### config.mk
export PLATFORM = sky130hd
export DESIGN_NAME = div_seq_ctrl
export DESIGN_NICKNAME = d
export VERILOG_FILES = /design/src/rtl/div_seq_ctrl.sv
export SDC_FILE = /design/constraint.sdc
export NUM_CORES = 1
export LEC_CHECK = 0
export CAP_MARGIN = 20
export CORE_MARGIN = 2
export CORE_UTILIZATION = 50
export DETAILED_ROUTE_END_ITERATION = 6
export GPL_ROUTABILITY_DRIVEN = 1
export PLACE_DENSITY_LB_ADDON = 0.08
export REMOVE_ABC_BUFFERS = 1
export SLEW_MARGIN = 20
export SYNTH_ARGS = -nofsm -noshare
export SYNTH_HDL_FRONTEND = slang
export SYNTH_SLANG_ARGS = --single-unit
### constraint.sdc
create_clock -name clk -period 8.8 [get_ports clk]
set_clock_uncertainty 0.15 [all_clocks]
set_input_delay 2.64 -clock clk [delete_from_list [all_inputs] [get_ports clk]]
set_output_delay 2.64 -clock clk [all_outputs]
set_load 0.01 [all_outputs]
### src/rtl/div_seq_ctrl.sv
// Multi-cycle RV32M divide/remainder sequencer: radix-2 restoring division,
// one quotient bit per clock, valid/ready request and response interfaces.
module div_seq_ctrl #(
  parameter int BIT_WIDTH = 32
) (
  input  logic                 clk,
  input  logic                 rst,
  input  logic                 req_valid,
  output logic                 req_ready,
  input  logic [1:0]           req_op,
  input  logic [BIT_WIDTH-1:0] req_dividend,
  input  logic [BIT_WIDTH-1:0] req_divisor,
  input  logic                 flush,
  output logic                 rsp_valid,
  input  logic                 rsp_ready,
  output logic [BIT_WIDTH-1:0] rsp_result,
  output logic                 busy,
  output logic [2:0]           dbg_state
);

  localparam int CW = (BIT_WIDTH > 2) ? $clog2(BIT_WIDTH) : 1;
  localparam logic [BIT_WIDTH-1:0] MIN_NEG = {1'b1, {(BIT_WIDTH-1){1'b0}}};

  // Handshakes: a request transfers on a rising edge where req_valid and
  // req_ready are both high; a response transfers where rsp_valid and
  // rsp_ready are both high. Once raised, rsp_valid and rsp_result hold until
  // the transfer, flush or reset.
  typedef enum logic [2:0] {
    S_IDLE = 3'd0,
    S_PREP = 3'd1,
    S_ITER = 3'd2,
    S_FIX  = 3'd3,
    S_DONE = 3'd4
  } state_t;

  state_t               state_q;
  logic [1:0]           op_q;
  logic [BIT_WIDTH-1:0] a_q;
  logic [BIT_WIDTH-1:0] b_q;
  logic [BIT_WIDTH-1:0] quo_q;
  logic [BIT_WIDTH-1:0] rem_q;
  logic [BIT_WIDTH-1:0] dvsr_q;
  logic [CW-1:0]        cnt_q;
  logic                 neg_q_q;
  logic                 neg_r_q;
  logic [BIT_WIDTH-1:0] res_q;
  logic                 rsp_valid_q;

  logic                 is_signed;
  logic                 a_neg;
  logic                 b_neg;
  logic [BIT_WIDTH-1:0] abs_a;
  logic [BIT_WIDTH-1:0] abs_b;
  logic                 div_zero;
  logic                 ovf;
  logic [BIT_WIDTH-1:0] special_res;
  logic [BIT_WIDTH:0]   rem_shift;
  logic [BIT_WIDTH:0]   diff;
  logic                 ge;
  logic [BIT_WIDTH-1:0] rem_step_d;
  logic [BIT_WIDTH-1:0] quo_step_d;
  logic [BIT_WIDTH-1:0] quo_fix;
  logic [BIT_WIDTH-1:0] rem_fix;

  always_comb begin
    is_signed   = ~op_q[0];
    a_neg       = is_signed & a_q[BIT_WIDTH-1];
    b_neg       = is_signed & b_q[BIT_WIDTH-1];
    abs_a       = a_neg ? (~a_q + 1'b1) : a_q;
    abs_b       = b_neg ? (~b_q + 1'b1) : b_q;
    div_zero    = (b_q == '0);
    ovf         = is_signed && (a_q == MIN_NEG) && (b_q == '1);
    special_res = op_q[1] ? (div_zero ? a_q : '0) : (div_zero ? '1 : MIN_NEG);
    // The partial remainder always stays below the divisor, so the borrow out
    // of the (BIT_WIDTH+1)-bit subtract is exactly "shifted remainder < divisor".
    rem_shift   = {rem_q, quo_q[BIT_WIDTH-1]};
    diff        = rem_shift - {1'b0, dvsr_q};
    ge          = ~diff[BIT_WIDTH];
    rem_step_d  = ge ? diff[BIT_WIDTH-1:0] : rem_shift[BIT_WIDTH-1:0];
    quo_step_d  = {quo_q[BIT_WIDTH-2:0], ge};
    quo_fix     = neg_q_q ? (~quo_q + 1'b1) : quo_q;
    rem_fix     = neg_r_q ? (~rem_q + 1'b1) : rem_q;
  end

  always_ff @(posedge clk) begin
    if (rst) begin
      state_q     <= S_IDLE;
      op_q        <= '0;
      a_q         <= '0;
      b_q         <= '0;
      quo_q       <= '0;
      rem_q       <= '0;
      dvsr_q      <= '0;
      cnt_q       <= '0;
      neg_q_q     <= 1'b0;
      neg_r_q     <= 1'b0;
      res_q       <= '0;
      rsp_valid_q <= 1'b0;
    end else if (flush) begin
      state_q     <= S_IDLE;
      rsp_valid_q <= 1'b0;
    end else begin
      case (state_q)
        S_IDLE: begin
          if (req_valid) begin
            op_q    <= req_op;
            a_q     <= req_dividend;
            b_q     <= req_divisor;
            state_q <= S_PREP;
          end
        end
        S_PREP: begin
          neg_q_q <= a_neg ^ b_neg;
          neg_r_q <= a_neg;
          quo_q   <= abs_a;
          dvsr_q  <= abs_b;
          rem_q   <= '0;
          cnt_q   <= '0;
          if (div_zero || ovf) begin
            res_q   <= special_res;
            state_q <= S_DONE;
          end else begin
            state_q <= S_ITER;
          end
        end
        S_ITER: begin
          rem_q <= rem_step_d;
          quo_q <= quo_step_d;
          cnt_q <= cnt_q + 1'b1;
          if (cnt_q == CW'(BIT_WIDTH - 1)) begin
            state_q <= S_FIX;
          end
        end
        S_FIX: begin
          res_q   <= op_q[1] ? rem_fix : quo_fix;
          state_q <= S_DONE;
        end
        S_DONE: begin
          // rsp_valid is registered off DONE, so it rises one edge after entry.
          if (rsp_valid_q && rsp_ready) begin
            rsp_valid_q <= 1'b0;
            state_q     <= S_IDLE;
          end else begin
            rsp_valid_q <= 1'b1;
          end
        end
        default: begin
          state_q     <= S_IDLE;
          rsp_valid_q <= 1'b0;
        end
      endcase
    end
  end

  assign req_ready  = (state_q == S_IDLE);
  assign busy       = (state_q != S_IDLE);
  assign rsp_valid  = rsp_valid_q;
  assign rsp_result = res_q;
  assign dbg_state  = state_q;

endmodule

==> impl_metrics.py, run 1 <==
metrics = {
    "detailed_routing": {
        "totalWireLength_um": 36500,
        "vias_per_cell": 5.78,
        "ant_nets": 0,
        "drt_iter0_drc": 999,
        "dr.pass1.iters": 7,
        "wl_per_cell_um": 17.1,
        "routed-via-count": 12342,
        "drcViolationCount": 2,
    },
    "setup_path": {
        "reg2reg_slack_ns": 4.82,
        "crit_path_max_fanout": 15,
        "worstSetupPathType": "reg -> out",
        "worst_r2r_endpoint": "rem_q[22]",
        "rr_worst_depth": 12,
        "crit_path_end_kind": "output port",
        "crit_start": "dbg_state[1]",
        "critPathLaunchType": "flop",
        "cp_data_required_time_ns": 6.01,
        "reg2reg_from": "quo_q[31]",
        "cp_data_arrival_time_ns": 2.11,
        "crit_end": "req_ready",
    },
    "synthesis": {
        "ys.flop_type": "dfxtp_1",
        "synth-edff-count": 0,
        "seq_area_frac_synth_pct": 31.9,
        "syn_avg_cell_area_um2": 7.34,
        "synth.distinct_cells": 72,
        "ys_seq_elements": 205,
        "syn_inst": 1753,
        "syn_area_um2": 12900,
        "ys.warnings.count": 0,
        "synth-async-reset-ratio_pct": 0,
    },
    "clock_tree": {
        "tritoncts": "built",
        "cts_hold_buf": 0,
        "cts_max_level": 1,
        "cts-root-buf": "clkbuf_16",
        "cts_sinks": 205,
        "numCtsBuffers": 24,
        "clk_path_buf_depth": 3,
        "worstSkewPairLatency_ns": 0.52,
        "path_clk_slew_ns": 0.06,
        "cts.repair.resized": 0,
        "post_cts.repair.setup_buffers": 0,
    },
    "pwr": {
        "p_leak_nw": 5.49,
        "switchingPower_w": 0.000700,
        "p_int_w": 0.00182,
        "clockPowerShare_pct": 43.4,
        "power_frac_comb_pct": 17.2,
        "seqPwrFrac_pct": 39.3,
        "powerDensity_nw_per_um2": 168,
        "peakVddDrop_mv": 0.163,
        "swShare_pct": 27.8,
        "total_power_w": 0.00252,
    },
    "sta": {
        "max_slew_margin_pct": 30.2,
        "drv_slew": 0,
        "fmax_mhz": 204,
        "tns_ns": 0,
        "finalCriticalPeriod_ns": 4.90,
        "rsz0062_at_grt": "no",
        "setup_ws_ns": 3.90,
        "fin_crit_sh_pct": 55.7,
        "hold_ws_ns": 0.301,
        "finalSetupViolCount": 0,
        "tightest_slew_ns": 1.04,
        "hold_viol_final": 0,
    },
    "place": {
        "numPortBuffers": 108,
        "pre_cts_slack_ns": 3.59,
        "gp_congestion": 0.880,
        "dp_cells": 2090,
        "hpwl_um": 26500,
    },
    "cells_and_area": {
        "syn_to_final_growth_pct": 16.3,
        "stdcell_count": 2134,
        "final_cell_mix": "nand2_1, dfxtp_1, a21oi_1, nor2_1, o21ai_0",
        "drive_gt1_share_pct": 4.71,
        "mostFrequentLayoutCell": "nand2_1",
        "final_nets": 1897,
        "fillers": 2453,
        "num_antenna_cells": 0,
    },
    "die": {
        "placementRows": 58,
        "dieArea_um2": 27000,
        "fp.dieH_um": 164,
        "fp.dieW_um": 164,
        "core_region_area_um2": 25300,
        "start_util_pct": 50.9,
        "ioPinCount": 109,
    },
    "global_route": {
        "grt_pass1_wl_um": 59100,
        "grt.overflow.total": 0,
        "antenna_found_initial": 1,
        "first_global_vias": 11488,
        "grt_max_degree": 93,
        "grt_use_total_pct": 26.8,
    },
    "status": {
        "violations": "design-rule violations",
        "status": "finished with violations",
    },
    "job": {
        "drv_cap": 0,
    },
    "hold_path": {
        "worstHoldPathType": "reg -> reg",
    },
}
Yosys cell counts, drive strengths merged (3+ instances only):
cell    instances  share of area [%]
o31ai          26                1.5
and3            9               0.44
a21oi         202                7.9
nand2         293                8.6
o22ai           5               0.24
nand4          24                1.2
o21ai         118                4.6
nor2          169                5.0
a32o            7               0.54
or2             5               0.24
o311ai          3               0.20
dfxtp         205                 32
or4            10               0.61
mux2i          10               0.78
or3            13               0.71
a22o            4               0.27
inv            57                1.7
nor2b           7               0.34
a22oi           5               0.29
o31a            3               0.20
o41ai          14               0.95
xnor2          59                4.0
a32oi           9               0.61
a311oi          4               0.27
xor2           85                5.8
a21o           12               0.70
nand2b         14               0.68
a31oi          12               0.58
nor3           37                1.5
nand3          18               0.70
ha             39                3.8
o21a            3               0.18
a21boi          3               0.18
a211oi         60                3.5
o211ai         21                1.2
o21bai          5               0.29
nor4           22                1.4
clkbuf        107                3.1
a221oi          5               0.34
nor3b           4               0.23
and2            7               0.34
buf            13               0.52
registers in the layout (all words and copies together) (netlist names):
name,cells
a_q,32
b_q,32
dvsr_q,32
quo_q,32
rem_q,32
rsp_result,32
cnt_q,5
dbg_state,3
op_q,2
neg_q_q,1
neg_r_q,1
rsp_valid,1
metal layers:
metal | vias to the layer above | track usage, % | share of wire [%]
met1 | 5646 | 36.2 | 46
met3 | 62 | 3.09 | 5.8
met4 | 0 | 9.13 | 3.3
met2 | 367 | 44.4 | 45
met5 | - | 0.189 | 0
li1 | 6267 | - | -
worst min path at each step:
stage                         from             end  slack, ns  cells past startpoint
CTS                 rsp_result[16]  rsp_result[16]       0.30                      2
global placement     rsp_result[6]   rsp_result[6]       0.29                      2
floorplan               dvsr_q[15]      dvsr_q[15]       0.28                      2
finish                  dvsr_q[21]      dvsr_q[21]       0.30                      2
global route        rsp_result[10]  rsp_result[10]       0.32                      2
detailed placement  rsp_result[16]  rsp_result[16]       0.29                      2
logic make-up (layout without fill, tap and decap cells):
family / count (synthesis) / count (layout) / synth area share (%)
AO/OA/AOI/OAI: 537 / 537 / 25.9
XOR/XNOR: 144 / 144 / 9.81
adder cells (fa/ha/maj): 40 / 40 / 3.95
buffers and inverters: 178 / 229 / 5.33
flip-flops: 205 / 205 / 31.9
multiplexers: 10 / 10 / 0.778
AND/OR/NAND/NOR: 639 / 639 / 22.3
through the flow:
stage / area, um2 / utilization (%)
final: 15000 / 59.2
after global routing: 15000 / 59.2
after CTS: 14900 / 59.2
after detailed placement: 14100 / 55.7
after global placement: 14100 / 55.7
after floorplan: 12400 / -
cell type report:
class	count	area [um2]	area share (%)
tap	330	413	2.76
inverter	58	218	1.46
clock inverter	12	194	1.30
multi-input combinational	1370	8120	54.3
sequential	205	4110	27.5
clock buffer	32	682	4.56
timing repair buffer	127	1220	8.17
worst max-delay path: stages (launching register included):
cell and delay, ns:
dfxtp_1 0.50, or3_1 0.45, inv_1 0.10, clkdlybuf4s50_1 0.54
power groups by stage:
stage | registers (W) | clock network (W) | logic, W
6_report | 0.000990 | 0.00109 | 0.000434
5_1_grt | 0.000993 | 0.00115 | 0.000484
4_1_cts | 0.000989 | 0.00111 | 0.000432
3_5_place_dp | 0.00101 | 0 | 0.000431
3_3_place_gp | 0.00101 | 0 | 0.000427
2_1_floorplan | 0.000999 | 0 | 0.000294
Note: power is estimated with default switching activity, not from simulation.
==> inputs of run 2 (changes only) <==
==> constraint.sdc (replaced) <==
create_clock -name clk -period 4.06 [get_ports clk]
set_clock_uncertainty 0.15 [all_clocks]
set_input_delay 1.218 -clock clk [delete_from_list [all_inputs] [get_ports clk]]
set_output_delay 1.218 -clock clk [all_outputs]
set_load 0.01 [all_outputs]
==> run 2 against run 1 <==
Largest power group unchanged. Core utilization increased by 0.53 points. The flow now finishes without violations. Final area grew 0.89%. Critical path type is now reg -> reg. Flip-flop and latch count did not move. Largest cell class unchanged. Sequential power grew 120%. First-iteration DRC count is 6.2% lower. Hold slack is essentially flat. Cell count up 1.0%. Total power increased by 110%.
==> impl_metrics.py, run 2 (synthesis gave the netlist of run 1 again) <==
metrics = {
    "sta": {
        "drv_slew": 0,
        "rsz0062_at_grt": "no",
        "fin_crit_sh_pct": 84.4,
        "max_slew_margin_pct": 29.8,
        "tightest_slew_ns": 1.05,
        "finalSetupViolCount": 0,
        "finalCriticalPeriod_ns": 3.43,
        "hold_viol_final": 0,
        "fmax_mhz": 292,
    },
    "die": {
        "fp.dieH_um": 164,
        "dieArea_um2": 27000,
        "ioPinCount": 109,
        "placementRows": 58,
        "core_region_area_um2": 25300,
        "start_util_pct": 50.9,
        "fp.dieW_um": 164,
    },
    "clock_tree": {
        "cts_sinks": 205,
        "worstSkewPairLatency_ns": 0.52,
        "cts_hold_buf": 0,
        "path_clk_slew_ns": 0.06,
        "cts-root-buf": "clkbuf_16",
        "cts_max_level": 1,
        "cts.repair.resized": 0,
        "numCtsBuffers": 24,
        "post_cts.repair.setup_buffers": 0,
        "clk_path_buf_depth": 3,
        "tritoncts": "built",
    },
    "detailed_routing": {
        "drcViolationCount": 0,
        "ant_nets": 0,
        "vias_per_cell": 5.76,
        "drt_iter0_drc": 937,
        "routed-via-count": 12410,
        "totalWireLength_um": 37200,
        "wl_per_cell_um": 17.2,
        "dr.pass1.iters": 7,
    },
    "global_route": {
        "grt.overflow.total": 0,
        "grtUsageMet1_pct": 37.2,
        "grt_max_degree": 69,
        "grt_pass1_wl_um": 60600,
        "grt_use_total_pct": 27.6,
        "antenna_found_initial": 1,
        "met2_usage_pct": 46.3,
        "grt_use_met3_pct": 2.96,
        "busiest_layer": "met2",
        "first_global_vias": 11704,
    },
    "job": {
        "drv_cap": 0,
    },
    "pwr": {
        "clockPowerShare_pct": 41.4,
        "swShare_pct": 28.1,
        "p_leak_nw": 5.59,
        "powerDensity_nw_per_um2": 354,
        "peakVddDrop_mv": 0.294,
        "seqPwrFrac_pct": 40.2,
        "switchingPower_w": 0.00150,
        "power_frac_comb_pct": 18.5,
        "p_int_w": 0.00384,
    },
    "place": {
        "numPortBuffers": 108,
        "gp_congestion": 0.907,
        "hpwl_um": 27500,
        "place_area_um2": 14300,
    },
    "cells_and_area": {
        "final_cell_mix": "nand2_1, dfxtp_1, a21oi_1, nor2_1, o21ai_0",
        "num_antenna_cells": 0,
        "fillers": 2425,
        "drive_gt1_share_pct": 5.91,
        "mostFrequentLayoutCell": "nand2_1",
        "design_area_um2": 15100,
        "finish.utilization_pct": 59.7,
        "final_nets": 1921,
        "syn_to_final_growth_pct": 17.3,
    },
    "setup_path": {
        "reg2reg_slack_ns": 0.63,
        "crit_path_max_fanout": 12,
        "cp_data_required_time_ns": 4.36,
        "worstSetupPathType": "reg -> reg",
        "critPathLaunchType": "flop",
        "crit_path_end_kind": "flop",
        "cp_data_arrival_time_ns": 3.73,
    },
    "status": {
        "status": "complete, no violations",
    },
    "hold_path": {
        "worstHoldPathType": "reg -> reg",
    },
}
[run 2: area by class of cell]
cell class | instances | area, um2 | area share (%)
clock buffer | 38 | 774 | 5.13
tap | 330 | 413 | 2.74
sequential | 205 | 4100 | 27.2
inverter | 58 | 218 | 1.44
multi-input combinational | 1370 | 8120 | 53.8
clock inverter | 4 | 45.0 | 0.299
timing repair buffer | 151 | 1410 | 9.37
[run 2: layer usage]
metal,wire length [um],share of wire [%],vias up
li1,-,-,6329
met1,17100,46,5670
met2,17100,46,332
met3,1790,4.8,75
met4,1180,3.2,4
met5,81,0.22,-
[run 2: final timing paths]
| kind | start | endpoint | cells after the start |
|---|---|---|---|
| max | b_q[8] | rsp_result[5] | 11 |
| min | dvsr_q[15] | dvsr_q[15] | 2 |
| max reg2reg | b_q[8] | rsp_result[5] | 11 |
| min reg2reg | dvsr_q[15] | dvsr_q[15] | 2 |
[run 2: critical path: stages, from the launching register on]
cell	delay, ns
dfxtp_1	0.39
nor4_1	0.53
nand4_1	0.29
nor3_1	0.23
buf_4	0.17
and3b_1	0.36
nor3_2	0.13
or3_1	0.49
buf_4	0.26
nor3_1	0.21
a21oi_1	0.06
nor2_1	0.08
[run 2: per-stage QoR]
stage | std cells | worst slack [ns] | hold slack, ns | power, W | TNS, ns
finish | 2156 | 0.632 | 0.300 | 0.00534 | 0
global route | 2156 | 0.229 | 0.320 | 0.00557 | 0
CTS | 2156 | 0.619 | 0.303 | 0.00537 | 0
detailed placement | 2114 | 0.583 | 0.294 | 0.00317 | 0
global placement | 2114 | 0.611 | 0.289 | 0.00316 | 0
floorplan | 1633 | -1.67 | 0.276 | 0.00280 | -149.77
[run 2: power by group through the flow]
| stage | clock network [W] | registers, W | logic (W) |
|---|---|---|---|
| global placement | 0 | 0.00218 | 0.000973 |
| global route | 0.00232 | 0.00215 | 0.00110 |
| CTS | 0.00225 | 0.00214 | 0.000985 |
| finish | 0.00221 | 0.00214 | 0.000985 |
| detailed placement | 0 | 0.00219 | 0.000981 |
| floorplan | 0 | 0.00217 | 0.000637 |
